===== src/rtl/cfcycle_ctl.sv =====
// Print-cycle sequencer for the 1052/2150 function decoder: accepts one EBCDIC
// byte, inserts shift-change and automatic carrier-return cycles, tracks the column.
module cfcycle_ctl #(
  parameter int CYCLE_CLKS = 4,
  parameter int LINE_LEN   = 126,
  parameter int TIMEOUT    = 65535
) (
  input  logic       i_clk,
  input  logic       i_reset,
  input  logic       i_valid,
  input  logic [7:0] i_data,
  input  logic       i_lower,
  output logic       o_ack,
  output logic [7:0] o_data_reg,
  input  logic       i_function,
  output logic       o_cycle_time,
  output logic       o_case_latch,
  output logic       o_shift_change,
  output logic       o_ready,
  output logic       o_carrier_return_latch,
  input  logic       i_cb_done,
  output logic       o_busy,
  output logic       o_error,
  input  logic       i_clear_error,
  output logic [6:0] o_column
);

  typedef enum logic [2:0] {
    S_IDLE,
    S_EVAL,
    S_SHIFT,
    S_TYPE,
    S_AUTOCR,
    S_ACK,
    S_ERROR
  } state_t;

  localparam int              PCW        = (CYCLE_CLKS > 1) ? $clog2(CYCLE_CLKS) : 1;
  localparam logic [PCW-1:0]  PULSE_LAST = PCW'(CYCLE_CLKS - 1);
  localparam logic [15:0]     WAIT_LAST  = 16'(TIMEOUT - 1);
  localparam logic [6:0]      LINE_END   = 7'(LINE_LEN);
  localparam logic [7:0]      BYTE_CR    = 8'h15;
  localparam logic [7:0]      BYTE_SPACE = 8'h40;

  state_t         state_q, state_d;
  logic           in_wait_q, in_wait_d;
  logic [PCW-1:0] pulse_cnt_q, pulse_cnt_d;
  logic [15:0]    wait_cnt_q, wait_cnt_d;
  logic [7:0]     data_q, data_d;
  logic           req_lower_q, req_lower_d;
  logic           tw_case_q, tw_case_d;
  logic [6:0]     column_q, column_d;
  logic           error_q, error_d;

  logic cycling;
  logic cycle_done;
  logic cycle_timeout;

  // The strobes below are decoded from registered state only, so an async
  // reset of the registers drops them without waiting for a clock edge.
  assign cycling       = (state_q == S_SHIFT) || (state_q == S_TYPE) || (state_q == S_AUTOCR);
  assign cycle_done    = cycling && in_wait_q && i_cb_done;
  assign cycle_timeout = cycling && in_wait_q && !i_cb_done && (wait_cnt_q == WAIT_LAST);

  assign o_cycle_time = cycling && !in_wait_q;
  assign o_data_reg   = data_q;
  assign o_column     = column_q;
  assign o_busy       = (state_q != S_IDLE);
  assign o_error      = error_q;

  always_comb begin
    // NOTE: every variable written here gets a default first, otherwise a path
    // that skips the assignment would infer a latch.
    state_d                = state_q;
    in_wait_d              = in_wait_q;
    pulse_cnt_d            = pulse_cnt_q;
    wait_cnt_d             = wait_cnt_q;
    data_d                 = data_q;
    req_lower_d            = req_lower_q;
    tw_case_d              = tw_case_q;
    column_d               = column_q;
    error_d                = error_q;
    o_ack                  = 1'b0;
    o_shift_change         = 1'b0;
    o_ready                = 1'b0;
    o_carrier_return_latch = 1'b0;
    o_case_latch           = tw_case_q;

    // Shared cycle timer: pulse phase, then wait phase for the cycle-complete contact.
    if (cycling) begin
      if (!in_wait_q) begin
        if (pulse_cnt_q == PULSE_LAST) begin
          in_wait_d  = 1'b1;
          wait_cnt_d = '0;
        end else begin
          pulse_cnt_d = pulse_cnt_q + PCW'(1);
        end
      end else if (!i_cb_done) begin
        wait_cnt_d = wait_cnt_q + 16'(1);
      end
    end

    unique case (state_q)
      S_IDLE: begin
        if (i_valid) begin
          data_d      = i_data;
          req_lower_d = i_lower;
          state_d     = S_EVAL;
        end
      end
      S_EVAL: begin
        if ((column_q == LINE_END) && (data_q != BYTE_CR)) begin
          state_d = S_AUTOCR;
        end else if (!i_function && (req_lower_q != tw_case_q)) begin
          state_d = S_SHIFT;
        end else begin
          state_d = S_TYPE;
        end
      end
      S_SHIFT: begin
        o_shift_change = 1'b1;
        o_ready        = 1'b1;
        o_case_latch   = req_lower_q;
        if (cycle_done) begin
          tw_case_d = req_lower_q;
          state_d   = S_TYPE;
        end
      end
      S_TYPE: begin
        if (cycle_done) begin
          if (data_q == BYTE_CR) begin
            column_d = '0;
          end else if ((data_q == BYTE_SPACE) || !i_function) begin
            if (column_q != LINE_END) column_d = column_q + 7'(1);
          end
          state_d = S_ACK;
        end
      end
      S_AUTOCR: begin
        o_carrier_return_latch = 1'b1;
        if (cycle_done) begin
          column_d = '0;
          state_d  = S_EVAL;
        end
      end
      S_ACK: begin
        o_ack   = 1'b1;
        state_d = S_IDLE;
      end
      S_ERROR: begin
        if (i_clear_error) begin
          error_d = 1'b0;
          state_d = S_IDLE;
        end
      end
      default: state_d = S_IDLE;
    endcase

    if (cycle_timeout) begin
      error_d = 1'b1;
      state_d = S_ERROR;
    end

    // Each new state starts with a fresh cycle timer.
    if (state_d != state_q) begin
      in_wait_d   = 1'b0;
      pulse_cnt_d = '0;
      wait_cnt_d  = '0;
    end
  end

  // NOTE: sequential state uses non-blocking assignments so every register
  // samples the pre-edge values computed above.
  always_ff @(posedge i_clk or negedge i_reset) begin
    if (!i_reset) begin
      state_q     <= S_IDLE;
      in_wait_q   <= 1'b0;
      pulse_cnt_q <= '0;
      wait_cnt_q  <= '0;
      data_q      <= 8'h00;
      req_lower_q <= 1'b1;
      tw_case_q   <= 1'b1;
      column_q    <= '0;
      error_q     <= 1'b0;
    end else begin
      state_q     <= state_d;
      in_wait_q   <= in_wait_d;
      pulse_cnt_q <= pulse_cnt_d;
      wait_cnt_q  <= wait_cnt_d;
      data_q      <= data_d;
      req_lower_q <= req_lower_d;
      tw_case_q   <= tw_case_d;
      column_q    <= column_d;
      error_q     <= error_d;
    end
  end

endmodule

===== config.mk =====
export PLATFORM = sky130hd
export DESIGN_NAME = cfcycle_ctl
export DESIGN_NICKNAME = d
export VERILOG_FILES = /design/src/rtl/cfcycle_ctl.sv
export SDC_FILE = /design/constraint.sdc
export NUM_CORES = 1
export LEC_CHECK = 0
export BUFFER_PORTS_ARGS = -buffer_cell sky130_fd_sc_hd__clkbuf_2
export CAP_MARGIN = 30
export CELL_PAD_IN_SITES_DETAIL_PLACEMENT = 0
export CELL_PAD_IN_SITES_GLOBAL_PLACEMENT = 2
export CORE_UTILIZATION = 35
export CTS_CLUSTER_DIAMETER = 50
export DETAILED_ROUTE_END_ITERATION = 8
export GPL_TIMING_DRIVEN = 1
export PLACE_DENSITY_LB_ADDON = 0.1
export SETUP_SLACK_MARGIN = 0.05
export SYNTH_ARGS = -nofsm -noshare
export SYNTH_HDL_FRONTEND = slang
export SYNTH_SLANG_ARGS = --single-unit

===== constraint.sdc =====
create_clock -name i_clk -period 3 [get_ports i_clk]
set_input_delay 0.3 -clock i_clk [delete_from_list [all_inputs] [get_ports i_clk]]
set_output_delay 0.3 -clock i_clk [all_outputs]
set_load 0.01 [all_outputs]

# Word-level counts from Yosys, hierarchy flattened
# Index checks and enable logic that the tools add are counted.
dict set report word_totals {
  reg_bits 40
  in_bits 15
  output_inout_bits 23
  wordCells 95
}
dict set report op_classes {
  addsub 3
  eq_ne 22
  mux 35
  reduce_logical 26
}
# op count
set op_table {}
lappend op_table {{$mux 16} 5}
lappend op_table {{$mux 7} 5}
lappend op_table {{$mux 3} 7}
lappend op_table {{$pmux 3 s6} 1}
lappend op_table {{$add 16x1->16 const B} 1}
lappend op_table {{$eq 16x16->1 const B} 1}
lappend op_table {{$pmux 7 s2} 1}
lappend op_table {{$mux 1} 12}
lappend op_table {{$eq 3x3->1 const B} 3}
lappend op_table {{$eq 8x5->1 const B} 1}
lappend op_table {{$eq 8x7->1 const B} 1}
lappend op_table {{$mux 2} 4}
lappend op_table {{$ne 8x5->1 const B} 1}
lappend op_table {{$reduce_bool 2->1} 4}
lappend op_table {{$add 7x1->7 const B} 1}
lappend op_table {{$eq 7x7->1 const B} 1}
lappend op_table {{$logic_and 1x1->1} 7}
lappend op_table {{$ne 7x7->1 const B} 1}
lappend op_table {{$eq 3x2->1 const B} 2}
lappend op_table {{$ne 3x1->1 const B} 2}
lappend op_table {{$reduce_and 2->1} 3}
lappend op_table {{$reduce_and 3->1} 2}
lappend op_table {{$reduce_bool 3->1} 2}
lappend op_table {{$reduce_and 5->1} 1}
lappend op_table {{11 further kinds} 17}

# Longest topological paths before layout
dict set report depth {
  word_depth 11
  ltp_mapped 9
  depth_no_buf 8
}

# Worst setup path after synthesis
# Ideal clock, no wire load.
dict set report synth_path {
  path_kind {register -> register}
  from {reg state_q[0]}
  to {reg wait_cnt_q[10]}
  setup_time_ns 0.136
  arrival_ns 2.067
  required_time_ns 2.864
  path_slack_ns 0.798
  path_stages_with_launch 9
  n_path_buf 3
  period_less_slack_ns 2.202
  path_cell_list {dfrtp_1 -> buf_4 -> nor3b_4 -> o21ai_1 -> or4_1 -> buf_2 -> a21boi_4 -> buf_6 -> nor4_1}
}
dict set report synth_between {
  elab_chain_cells 11
  elab_cells_between_ends 25
  cone_classes {eq/ne: 7; mux: 8; reduce/logical: 10}
}
# element line_no
set synth_rtl {}
lappend synth_rtl {{start, declared} 45} ;# state_t state_q, state_d;
lappend synth_rtl {{start signal, assigned} 186} ;# state_q <= state_d;
lappend synth_rtl {{$eq 3x2->1} {61, 103}}
lappend synth_rtl {{$logic_or 1x1->1 (2 in a row)} 61} ;# assign cycling = (state_q == S_SHIFT) || (state_q == S_TYPE) || (state_q == S_AUTOCR);
lappend synth_rtl {{$logic_and 1x1->1} {62, 63}}
lappend synth_rtl {{$logic_and 1x1->1} 62} ;# assign cycle_done = cycling && in_wait_q && i_cb_done;
lappend synth_rtl {{$mux 3, on equally long branches} {141, 124, 130}}
lappend synth_rtl {{$pmux 3 s6} 103} ;# unique case (state_q)
lappend synth_rtl {{$mux 3} 159} ;# if (cycle_timeout) begin
lappend synth_rtl {{$ne 3x3->1} 165} ;# if (state_d != state_q) begin
lappend synth_rtl {{$ne 3x2->1 (no source line), or another cell as far along} -}
lappend synth_rtl {{$reduce_and 3->1 (no source line)} -}
lappend synth_rtl {{end signal, assigned} 189} ;# wait_cnt_q <= wait_cnt_d;
lappend synth_rtl {{end, declared} 48} ;# logic [15:0] wait_cnt_q, wait_cnt_d;
# Parallel ways exist; a longest one is shown, timed or not.
# A chain may end at the register's enable or synchronous reset.

# Worst setup path in the final report
dict set report layout_path {
  from {reg data_q[1], in the netlist o_data_reg[1]}
  to {reg wait_cnt_q[5]}
}
dict set report layout_between {
  elab_chain_cells 8
  elab_cells_between_ends 11
  cone_classes {eq/ne: 3; mux: 4; reduce/logical: 4}
}
# element line_no
set layout_rtl {}
lappend layout_rtl {{start, declared} 49} ;# logic [7:0] data_q, data_d;
lappend layout_rtl {{start signal, assigned} 190} ;# data_q <= data_d;
lappend layout_rtl {{$ne 8x5->1 *} 112} ;# if ((column_q == LINE_END) && (data_q != BYTE_CR)) begin
lappend layout_rtl {{$logic_and 1x1->1 *} 112}
lappend layout_rtl {{$mux 3 *} 112}
lappend layout_rtl {{$pmux 3 s6 *} 103}
lappend layout_rtl {{$mux 3 *} 159}
lappend layout_rtl {{$ne 3x3->1 *} 165}
lappend layout_rtl {{$ne 3x2->1 (no source line), or another cell as far along} -}
lappend layout_rtl {{$reduce_and 3->1 (no source line)} -}
# Every way passes the cells marked *; elsewhere a longest branch is shown, timed or not.

==> out/summary.txt <==
Synth top area cells: dfrtp_1 (42%), mux2_2 (5.4%), nor4_1 (4.1%)
Crit path kind: reg2reg
Flip-flop and latch count after synthesis: 40
Number of global-route vias before repair: 1,853
CTS Sinks: 40
Ant diodes: 0
Power Total: 1750 uW
Clock Root Buffer: clkbuf_8
GRT Util Overall: 16.9%
Share of the synthesized area in the top cell type: 41.6%
Number of synthesized flops with an enable pin: 0
Drt drc: 0
Comb power frac: 35.8%
Clock power frac: 21.8%
Mean Syn Cell Area: 9.81 sq um
Synth area leader: dfrtp_1
PortBufs: 37
Yosys warnings: 0
Clk_lat worst skew: 0.29 ns
Post-Syn Nets: 253
Vias per cell: 5.38
Pre-antenna DRT Iters: 4
Synth cell count leaders: dfrtp_1 (38), nor2_1 (19), nand2_1 (18), nor3_1 (15), nor4_1 (15)
Sw Ratio: 38.0%
Initial core utilization: 36.2%
Netlist cell types: 53
Initial antenna violation count: 0
Via count: 1,892
Clock transition at path regs: 0.08 ns
Type of destination of the critical path: register
Period Utilization, post-route: 82.9%
Setup violators final: 0
Post-Route WL: 5510 um
Layout Skew: 0.00615 ns
Die area: 6860 sq um
Antenna viol nets, final: 0
Post-DP HPWL: 3990 um
P_leak: 0.00114 uW
Worst Tran Pin Value: 0.714 ns
Number of post-CTS setup repair buffers: 0
Std-Cell Core Area: 6310 sq um
Routability Congestion: 0.724
Internal Power: 1080 uW
Achievable Freq: 0.402 GHz
Max Fanout on Critical Path: 19
CP required: 3.15 ns
Worst Hold Class: in2reg
CP arrival: 2.64 ns
Final critical-path required period: 2.49 ns
Pin count of the biggest net entering global routing: 25
CP Launch Type: register
H-tree Lvls: 2
Register area share after synthesis: 43.9%
Clock buffer depth: 2
WL per Instance: 15.6 um
Syn Inst Count: 233
Switching component of the power: 664 uW
# fillers: 669
Drt initial violations: 84
Peak supply drop: 325 uV
Fin nets: 294
Max-cap viol count: 0
Post-Place Cells: 343
Non-Filler Instances: 352
Pwr Density: 655 nW/um^2
Most common cell in the netlist: dfrtp_1
Slew headroom: 52.2%
Post-synth top flop: dfrtp_1
Global-route wire length before repair: 9420 um
CTS tree: built
Slew Viols, Final: 0
Max reg flops: 16
Setup TNS: 0 ns
Syn Std Cell Area: 2290 sq um
Vert. Die Dim: 82.8 um
Fin. Hold Viols: 0
Seq pwr share: 42.4%
Ratio of cells with drive above 1 in the final layout: 26.5%
Num CTS Buffers: 5
Std-Cell Rows: 29
Total grt overflow: 0
Top-level I/O count: 38
Die W: 82.8 um
RSZ-0062 raised after global routing: no
Area Growth Syn to Fin: 16.5%
Async SR Flop Fraction: 100%
Status: complete, no violations
## power groups by stage
stage          Clock (uW)  Sequential (uW)  Combinational, uW
2_1_floorplan           0              746                452
3_3_place_gp            0              747                635
3_5_place_dp            0              754                635
4_1_cts               393              742                638
5_1_grt               419              757                696
6_report              381              740                625
## logic make-up (layout without fill, tap and decap cells)
logic type                 Yosys count  in the layout  synth area share, %
buffers and inverters               16             58                 3.67
adders and majority gates            5              5                 2.74
AOI/OAI and AO/OA                   41             41                 13.5
xor gates and xnor gates            13             13                 4.98
muxes                               14             14                 6.73
and+or+nand+nor                    104            104                 24.5
DFF                                 40             40                 43.9
## what timing repair did
action | 4_1_cts | 5_1_grt
hold buffers | 1 | 0
resized for setup | 0 | 0
endpoints found under the hold margin | 14 | 0
## cells in the final DEF (no fill, tap or decap), types with 2 or more instances in the layout
master | Yosys | final
dfrtp_1 | 38 | 38
clkbuf_2 | 0 | 37
nor2_1 | 19 | 19
nand2_1 | 18 | 18
nor4_1 | 15 | 15
nor3_1 | 15 | 15
mux2_2 | 11 | 11
o21ai_0 | 11 | 11
nand3_1 | 8 | 8
xor2_1 | 7 | 7
xnor2_1 | 6 | 6
clkbuf_8 | 0 | 6
inv_1 | 5 | 5
nor2b_1 | 5 | 5
a21oi_1 | 5 | 5
ha_1 | 5 | 5
buf_4 | 2 | 5
nand2b_1 | 4 | 4
nand4_1 | 4 | 4
or3_1 | 3 | 3
mux2i_1 | 3 | 3
o31ai_1 | 3 | 3
and3_1 | 2 | 2
and4_1 | 2 | 2
o22ai_1 | 2 | 2
and2_1 | 2 | 2
o311ai_0 | 2 | 2
or2_2 | 2 | 2
a31oi_1 | 2 | 2
clkbuf_1 | 5 | 2
dfstp_2 | 2 | 2
## critical path, cell delays in order (launching register included)
cell	delay, ns
dfrtp_1	0.41
nor4_2	0.47
a211oi_2	0.20
o32a_1	0.43
and4_1	0.24
a21oi_4	0.45
nor4_1	0.13
## worst paths after layout
check | cells past startpoint | to | from | slack [ns]
min reg2reg | 2 | o_error | o_error | 0.51
min | 2 | o_data_reg[1] | i_data[1] | 0.23
max reg2reg | 6 | wait_cnt_q[5] | o_data_reg[1] | 0.51
max | 6 | wait_cnt_q[5] | o_data_reg[1] | 0.51
min in group asynchronous | 2 | o_data_reg[5] | i_reset | 0.49
max in group asynchronous | 3 | wait_cnt_q[1] | i_reset | 2.01
## per-stage QoR
step | util (%) | cell area [sq um] | hold WS (ns) | worst slack (ns)
2_1_floorplan | - | 2290 | 0.00441 | 0.798
3_5_place_dp | 40.6 | 2560 | 0.286 | 0.475
6_report | 42.2 | 2660 | 0.232 | 0.512
3_3_place_gp | 40.3 | 2540 | 0.502 | 0.475
4_1_cts | 42.2 | 2660 | 0.231 | 0.474
5_1_grt | 42.2 | 2660 | 0.230 | 0.312
## final cells by class
class	count	area (sq um)	area share, %
multi-input cells	177	1200	45.0
inverters	6	22.5	0.845
well taps	77	96.3	3.62
flip-flops and latches	40	1000	37.7
repair buffers	44	253	9.49
clock buffers	8	90.1	3.38
## metal layers
metal,global-route usage [%],routed length (um),up-vias
met4,4.23,46,0
met2,27.0,2590,22
li1,-,-,941
met1,23.5,2740,925
met3,3.38,129,4
met5,0,0,-
Note: power is estimated with default switching activity, not from simulation.
